`src/rtl/pcie_tx_arbiter.sv`:
```
// Two-source TLP arbiter in front of the PCIe core VC0 transmit port.
// Round-robin between completions (r0) and posted writes (r1), credit gated.
module pcie_tx_arbiter #(
  parameter int XFER_TMO = 1024
) (
  input  logic        sys_clk_125,
  input  logic        rst_n,
  input  logic        r0_req,
  input  logic        r1_req,
  input  logic [7:0]  r0_dcred,
  input  logic [7:0]  r1_dcred,
  output logic        r0_gnt,
  output logic        r1_gnt,
  input  logic        r0_st,
  input  logic        r0_end,
  input  logic        r0_nlfy,
  input  logic        r1_st,
  input  logic        r1_end,
  input  logic        r1_nlfy,
  input  logic [15:0] r0_data,
  input  logic [15:0] r1_data,
  input  logic [8:0]  tx_ca_ph_vc0,
  input  logic [8:0]  tx_ca_cplh_vc0,
  input  logic [12:0] tx_ca_pd_vc0,
  input  logic [12:0] tx_ca_cpld_vc0,
  output logic        tx_req_vc0,
  input  logic        tx_rdy_vc0,
  output logic        tx_st_vc0,
  output logic        tx_end_vc0,
  output logic        tx_nlfy_vc0,
  output logic [15:0] tx_data_vc0,
  output logic        busy,
  output logic        tmo_err
);

  typedef enum logic [1:0] {
    IDLE,
    REQ,
    XFER
  } state_t;

  localparam logic [15:0] TMO_LAST = 16'(XFER_TMO - 1);

  state_t      state;
  logic        sel;
  logic        rr;
  logic [15:0] cnt;

  logic        r0_hok;
  logic        r0_dok;
  logic        r1_hok;
  logic        r1_dok;
  logic        r0_ok;
  logic        r1_ok;
  logic        sel_ok;
  logic        in_xfer;
  logic        mux_st;
  logic        mux_end;
  logic        mux_nlfy;
  logic [15:0] mux_data;
  logic        tmo_hit;

  // Credit checks: bit 8 / bit 12 flag an infinite pool.
  assign r0_hok = tx_ca_cplh_vc0[8] |
                  (tx_ca_cplh_vc0[7:0] != 8'd0);
  assign r0_dok = tx_ca_cpld_vc0[12] |
                  (tx_ca_cpld_vc0[11:0] >= {4'd0, r0_dcred});
  assign r1_hok = tx_ca_ph_vc0[8] |
                  (tx_ca_ph_vc0[7:0] != 8'd0);
  assign r1_dok = tx_ca_pd_vc0[12] |
                  (tx_ca_pd_vc0[11:0] >= {4'd0, r1_dcred});

  assign r0_ok  = r0_req & r0_hok & r0_dok;
  assign r1_ok  = r1_req & r1_hok & r1_dok;
  assign sel_ok = sel ? r1_ok : r0_ok;

  assign in_xfer  = (state == XFER);
  assign mux_st   = sel ? r1_st   : r0_st;
  assign mux_end  = sel ? r1_end  : r0_end;
  assign mux_nlfy = sel ? r1_nlfy : r0_nlfy;
  assign mux_data = sel ? r1_data : r0_data;

  // Watchdog fires only if the requester has not ended the TLP itself.
  assign tmo_hit = in_xfer & (cnt == TMO_LAST) & ~mux_end;

  assign tx_st_vc0   = in_xfer & mux_st;
  assign tx_end_vc0  = (in_xfer & mux_end) | tmo_hit;
  assign tx_nlfy_vc0 = (in_xfer & mux_nlfy) | tmo_hit;
  assign tx_data_vc0 = in_xfer ? mux_data : 16'd0;
  assign tmo_err     = tmo_hit;

  // Arbitration FSM with registered request, grant and busy outputs.
  always_ff @(posedge sys_clk_125 or negedge rst_n) begin
    if (!rst_n) begin
      state      <= IDLE;
      sel        <= 1'b0;
      rr         <= 1'b0;
      cnt        <= 16'd0;
      tx_req_vc0 <= 1'b0;
      r0_gnt     <= 1'b0;
      r1_gnt     <= 1'b0;
      busy       <= 1'b0;
    end else begin
      r0_gnt <= 1'b0;
      r1_gnt <= 1'b0;
      unique case (state)
        IDLE: begin
          if (r0_ok | r1_ok) begin
            sel        <= (r0_ok & r1_ok) ? rr : ~r0_ok;
            state      <= REQ;
            tx_req_vc0 <= 1'b1;
            busy       <= 1'b1;
          end
        end
        REQ: begin
          if (!sel_ok) begin
            state      <= IDLE;
            tx_req_vc0 <= 1'b0;
            busy       <= 1'b0;
          end else if (tx_rdy_vc0) begin
            state      <= XFER;
            tx_req_vc0 <= 1'b0;
            r0_gnt     <= ~sel;
            r1_gnt     <= sel;
            cnt        <= 16'd0;
          end
        end
        XFER: begin
          if (tmo_hit) begin
            state <= IDLE;
            busy  <= 1'b0;
            rr    <= ~rr;
          end else if (mux_end) begin
            state <= IDLE;
            busy  <= 1'b0;
            rr    <= ~sel;
          end else begin
            cnt <= cnt + 16'd1;
          end
        end
        default: begin
          state      <= IDLE;
          tx_req_vc0 <= 1'b0;
          busy       <= 1'b0;
        end
      endcase
    end
  end

endmodule

```
`config.mk`:
```
export PLATFORM = sky130hd
export DESIGN_NAME = pcie_tx_arbiter
export DESIGN_NICKNAME = d
export VERILOG_FILES = /design/src/rtl/pcie_tx_arbiter.sv
export SDC_FILE = /design/constraint.sdc
export NUM_CORES = 1
export LEC_CHECK = 0
export BUFFER_PORTS_ARGS = -buffer_cell sky130_fd_sc_hd__buf_2
export CAP_MARGIN = 20
export CORE_MARGIN = 5
export CORE_UTILIZATION = 44
export CTS_CLUSTER_DIAMETER = 40
export CTS_CLUSTER_SIZE = 24
export DETAILED_ROUTE_END_ITERATION = 10
export MAX_ROUTING_LAYER = met4
export PLACE_DENSITY_LB_ADDON = 0.12
export SLEW_MARGIN = 20
export SYNTH_ARGS = -nofsm -noshare
export SYNTH_HDL_FRONTEND = slang
export SYNTH_SLANG_ARGS = --single-unit
```
`constraint.sdc`:
```
create_clock -name sys_clk_125 -period 2.75 [get_ports sys_clk_125]
set_input_delay 0.1375 -clock sys_clk_125 [delete_from_list [all_inputs] [get_ports sys_clk_125]]
set_output_delay 0.1375 -clock sys_clk_125 [all_outputs]
set_load 0.02 [all_outputs]
```
# Word level (Yosys, flattened, before mapping)
# Index checks and enable logic that the tools add are counted.
[op_classes]
add_sub_neg = 1
magnitude_cmp = 2
eq_ne = 11
muxes = 34
n_bitwise = 22
reduce_logical = 11
[ops]
columns = ["op", "n"]
rows = [
  ["$mux 16", 6],
  ["$pmux 16 s2", 1],
  ["$ge 12x8->1", 2],
  ["$mux 1", 19],
  ["$add 16x1->16 const B", 1],
  ["$eq 16x10->1 const B", 1],
  ["$reduce_bool 8->1", 2],
  ["$ne 2x2->1 const B", 6],
  ["$and 1x1->1", 10],
  ["$mux 2", 5],
  ["$reduce_and 3->1", 3],
  ["$or 1x1->1", 7],
  ["$pmux 1 s3", 2],
  ["$pmux 2 s3", 1],
  ["$not 1->1", 5],
  ["$reduce_and 5->1", 1],
  ["$reduce_and 2->1", 2],
  ["$reduce_bool 2->1", 2],
  ["$ne 3x1->1 const B", 1],
  ["$ne 3x3->1 const B", 1],
  ["$eq 2x1->1 const B", 1],
  ["$eq 2x2->1 const B", 1],
  ["$logic_not 2->1", 1],
]
[word_totals]
regBits = 24
output_inout_bits = 24
wordCells = 89

# Depth between registers and ports, before layout
[logic_depth]
word_depth = 7
depth_mapped = 9

# Worst setup path before layout
# OpenSTA, ideal clock, no wires.
[synth_timing]
kind = "register to register"
startpoint = "reg cnt[0]"
endpoint = "reg rr"
setup_ns = 0.065
arrival_ns = 2.043
required_time_ns = 2.685
slack_ns = 0.642
stages_incl_launch_ff = 8
path_buffers = 1
synth_period_minus_slack_ns = 2.108
cell_sequence = "dfrtp_1 ha_1 nand3_1 or4_1 clkbuf_1 o21ai_1 and2_1 o22a_1"
[synth_between]
elab_chain_len = 5
word_cells_on_any_way = 6
[synth_rtl]
columns = ["item", "line_no", "source"]
rows = [
  ["start, declared", "47", "logic [15:0] cnt;"],
  ["start signal, assigned", "138", "cnt <= cnt + 16'd1;"],
  ["$eq 16x10->1 (*)", "84", "assign tmo_hit = in_xfer & (cnt == TMO_LAST) & ~mux_end;"],
  ["$and 1x1->1 (*) (2 in series)", "84", ""],
  ["$reduce_bool 2->1 (no source line)", "--", ""],
  ["$reduce_and 2->1 (no source line)", "--", ""],
  ["end signal, assigned", "132", "rr <= ~rr;"],
  ["end signal, assigned", "136", "rr <= ~sel;"],
  ["end, declared", "46", "logic rr;"],
]
# Every way passes the cells marked *; elsewhere a longest branch is shown, timed or not.
# A chain may end at the register's enable or synchronous reset.

# Worst setup path in the final report
[layout_timing]
startpoint = "reg cnt[0]"
endpoint = "reg cnt[14]"
[layout_between]
elab_chain_len = 5
word_cells_on_any_way = 9
[layout_rtl]
columns = ["item"]
rows = [
  ["branches (longest 5 deep; another with $add 16x1->16)"],
]
# Several ways; the timed one is not identified. The select of a mux whose other input is x is not followed.

==> results.json <==
{
  "status": "finished, final reports clean",
  "grt_util_all_layers_pct": 19.3,
  "cp_slowest_cell": "sky130_fd_sc_hd__or4_1",
  "final_cells": 451,
  "finalSetupViolations": 0,
  "synth_top_cells_by_area": "sky130_fd_sc_hd__dfrtp_1 28%, sky130_fd_sc_hd__ha_1 9.8%, sky130_fd_sc_hd__mux2i_1 9.2%",
  "final-hold-violation-count": 0,
  "combined_area_of_the_multi_input_logic_cells_mm2": 0.00140,
  "synth-seq-cells": 24,
  "area_growth_pct": 35.9,
  "number_of_buffers_inserted_during_clock_tree_synthesis": 3,
  "timing.final.crit_period_ns": 2.46,
  "pin_count_of_the_biggest_net_entering_global_routing": 28,
  "critPathMaxFanout": 17,
  "fmax_mhz": 407,
  "finalInstanceArea_mm2": 0.00295,
  "static-leakage-power_nw": 1.52,
  "die_height_um": 80.3,
  "cellPowerDensity_mw_per_mm2": 690,
  "yosysTopAreaCell": "sky130_fd_sc_hd__dfrtp_1",
  "coreArea_mm2": 0.00475,
  "place.gp.congestion": 0.774,
  "placed_instances": 446,
  "cts-htree-levels": 1,
  "n_antenna_cell": 0,
  "postCtsHoldBufs": 1,
  "crit_required_ns": 2.91,
  "clock_latency_ns": 0.27,
  "drv_slew": 0,
  "detailed_place_hpwl_um": 4920,
  "final_net_count": 505,
  "postPlaceCellArea_mm2": 0.00287,
  "finalCritPeriodShare_pct": 89.3,
  "seqCellArea_um2": 601,
  "grt_setup_unrepaired": "no",
  "finalPower_mw": 2.04,
  "postSynthNetCount": 379,
  "cts_repair_resize_count": 0,
  "number_of_design_rule_violations_left_by_the_first_detailed_router_iteration": 160,
  "placement.io_buffers": 126,
  "dieArea_mm2": 0.00644,
  "syn-mean-instance-area_um2": 8.39,
  "tritoncts_clock_tree": "built",
  "first_global_vias": 2367,
  "synth-seq-area-share_pct": 27.6,
  "io_pins": 127,
  "yosys_most_used_dff": "sky130_fd_sc_hd__dfrtp_1",
  "synth.yosys.warnings": 0,
  "crit_path_cell_trace": "ha_1, nand3_1, or4_1, o211a_1, nand4_1, nor2_1, o21bai_1",
  "clkSinkCount": 24,
  "min-delay-path-class": "in -> reg",
  "floorplan.initialDensity_pct": 45.7,
  "timing_worst_slew_pin_value_ns": 0.882,
  "final.setup.tns_ns": 0,
  "clock_tree.root_cell": "sky130_fd_sc_hd__clkbuf_8",
  "drv_cap": 0,
  "critical_path_arrival_ns": 2.61,
  "die_x_um": 80.3,
  "critPathCaptureType": "flop",
  "postCtsSetupRepairBufs": 0,
  "crit_path_max_incr_delay_ns": 0.59,
  "avgRoutedWirePerCell_um": 13.0,
  "clk_path_buf_depth": 2,
  "final_layout_size_suffix_gt1_share_pct": 38.8,
  "synth_enable_flop_cells": 0,
  "drt_wl_total_um": 5870,
  "route.detailed.drc": 0,
  "max-vdd-ir-drop_mv": 0.327,
  "antenna_found_initial": 0,
  "grt_first_pass_wirelength_um": 9810,
  "async_flop_share_pct": 100,
  "first_pass_iters": 4,
  "route.antenna.remaining_nets": 0,
  "clk_pin_slew_worst_paths_ns": 0.09,
  "worst_rel_slew_slack_pct": 41.1,
  "setup.worst_path.class": "reg -> reg",
  "fin_hold_ws_ns": 0.235,
  "gr-total-overflow": 0,
  "finalClockSkew_ns": 0.00519,
  "startpoint_type": "flop",
  "yosys.cell_types.count": 50,
  "synth.top_cell.area_share_pct": 27.6,
  "viasPerCell": 5.22,
  "most_common_library_cell_in_the_layout_ignoring_fill_and_taps": "sky130_fd_sc_hd__buf_2",
  "floorplan.rows": 25,
  "via_count": 2355,
  "synthesized_netlist_cell_count": 259,
  "n_fill_cell": 448,
  "syn-cell-area_mm2": 0.00217,
  "commonest_cells_after_routing_fill_and_taps_aside": "126 x sky130_fd_sc_hd__buf_2, 33 x sky130_fd_sc_hd__inv_1, 27 x sky130_fd_sc_hd__nor2_1"
}
worst max-delay path, delay by kind of cell (launching register included):
family	cells	cell delay (ns)
AO/OA/AOI/OAI	2	0.70
adder cells (fa/ha/maj)	1	0.23
flip-flops	1	0.43
AND/OR/NAND/NOR	4	0.98
per-layer routing:
metal | wire (um) | global-route usage, %
met5 | 0 | -
met3 | 348 | 2.13
met1 | 2510 | 23.4
met4 | 50 | 4.73
met2 | 2960 | 34.0
flip-flops by register name, summed over array words and instances (netlist names):
| name | cells |
|---|---|
| sel | 1 |
| r1_gnt | 1 |
| cnt | 16 |
| r0_gnt | 1 |
| busy | 1 |
| tx_req_vc0 | 1 |
| rr | 1 |
| state | 2 |
cells by family (layout without fill, tap and decap cells):
group | after synthesis | in the layout | synth area share, %
buf+inv | 44 | 169 | 8.12
mux | 21 | 21 | 9.73
xor+xnor | 1 | 1 | 0.403
simple gates | 87 | 87 | 19.2
fa+ha+maj | 17 | 17 | 9.79
compound gates | 65 | 65 | 25.1
flops | 24 | 24 | 27.6
synthesized netlist by cell type (all sizes together), types with 6 or more instances:
cell type / n
nor3: 13
ha: 17
a21oi: 15
inv: 33
o21ai: 9
mux2i: 20
nor2: 27
dfrtp: 24
o32ai: 8
nand3: 9
nand2: 16
buf: 6
through the flow:
step	setup WS, ns	utilization, %
after CTS	0.327	62.1
after floorplan	0.642	-
after detailed placement	0.345	60.4
after global placement	0.452	60.4
after global routing	0.173	62.1
final	0.295	62.1
power breakdown:
part,switching [mW],internal [mW]
Sequential,0.169,0.497
Clock,0.118,0.195
Combinational,0.577,0.482
Total,0.865,1.17
layout make-up:
type | instances | share of cell area, %
Clock buffer | 3 | 1.40
Clock inverter | 1 | 1.02
Inverter | 33 | 4.19
Multi-Input combinational cell | 191 | 47.2
Sequential cell | 24 | 20.3
Tap cell | 67 | 2.84
Timing Repair Buffer | 132 | 23.0
path summary, 6_finish.rpt:
path | depth (start not counted) | slack (ns) | to | from
max in group asynchronous | 2 | 2.02 | cnt[11] | rst_n
max | 7 | 0.29 | cnt[14] | cnt[0]
min reg2reg | 1 | 0.52 | busy | busy
max reg2reg | 7 | 0.29 | cnt[14] | cnt[0]
min | 3 | 0.23 | rr | r1_end
min in group asynchronous | 2 | 0.37 | tx_req_vc0 | rst_n
Note: power is estimated with default switching activity, not from simulation.
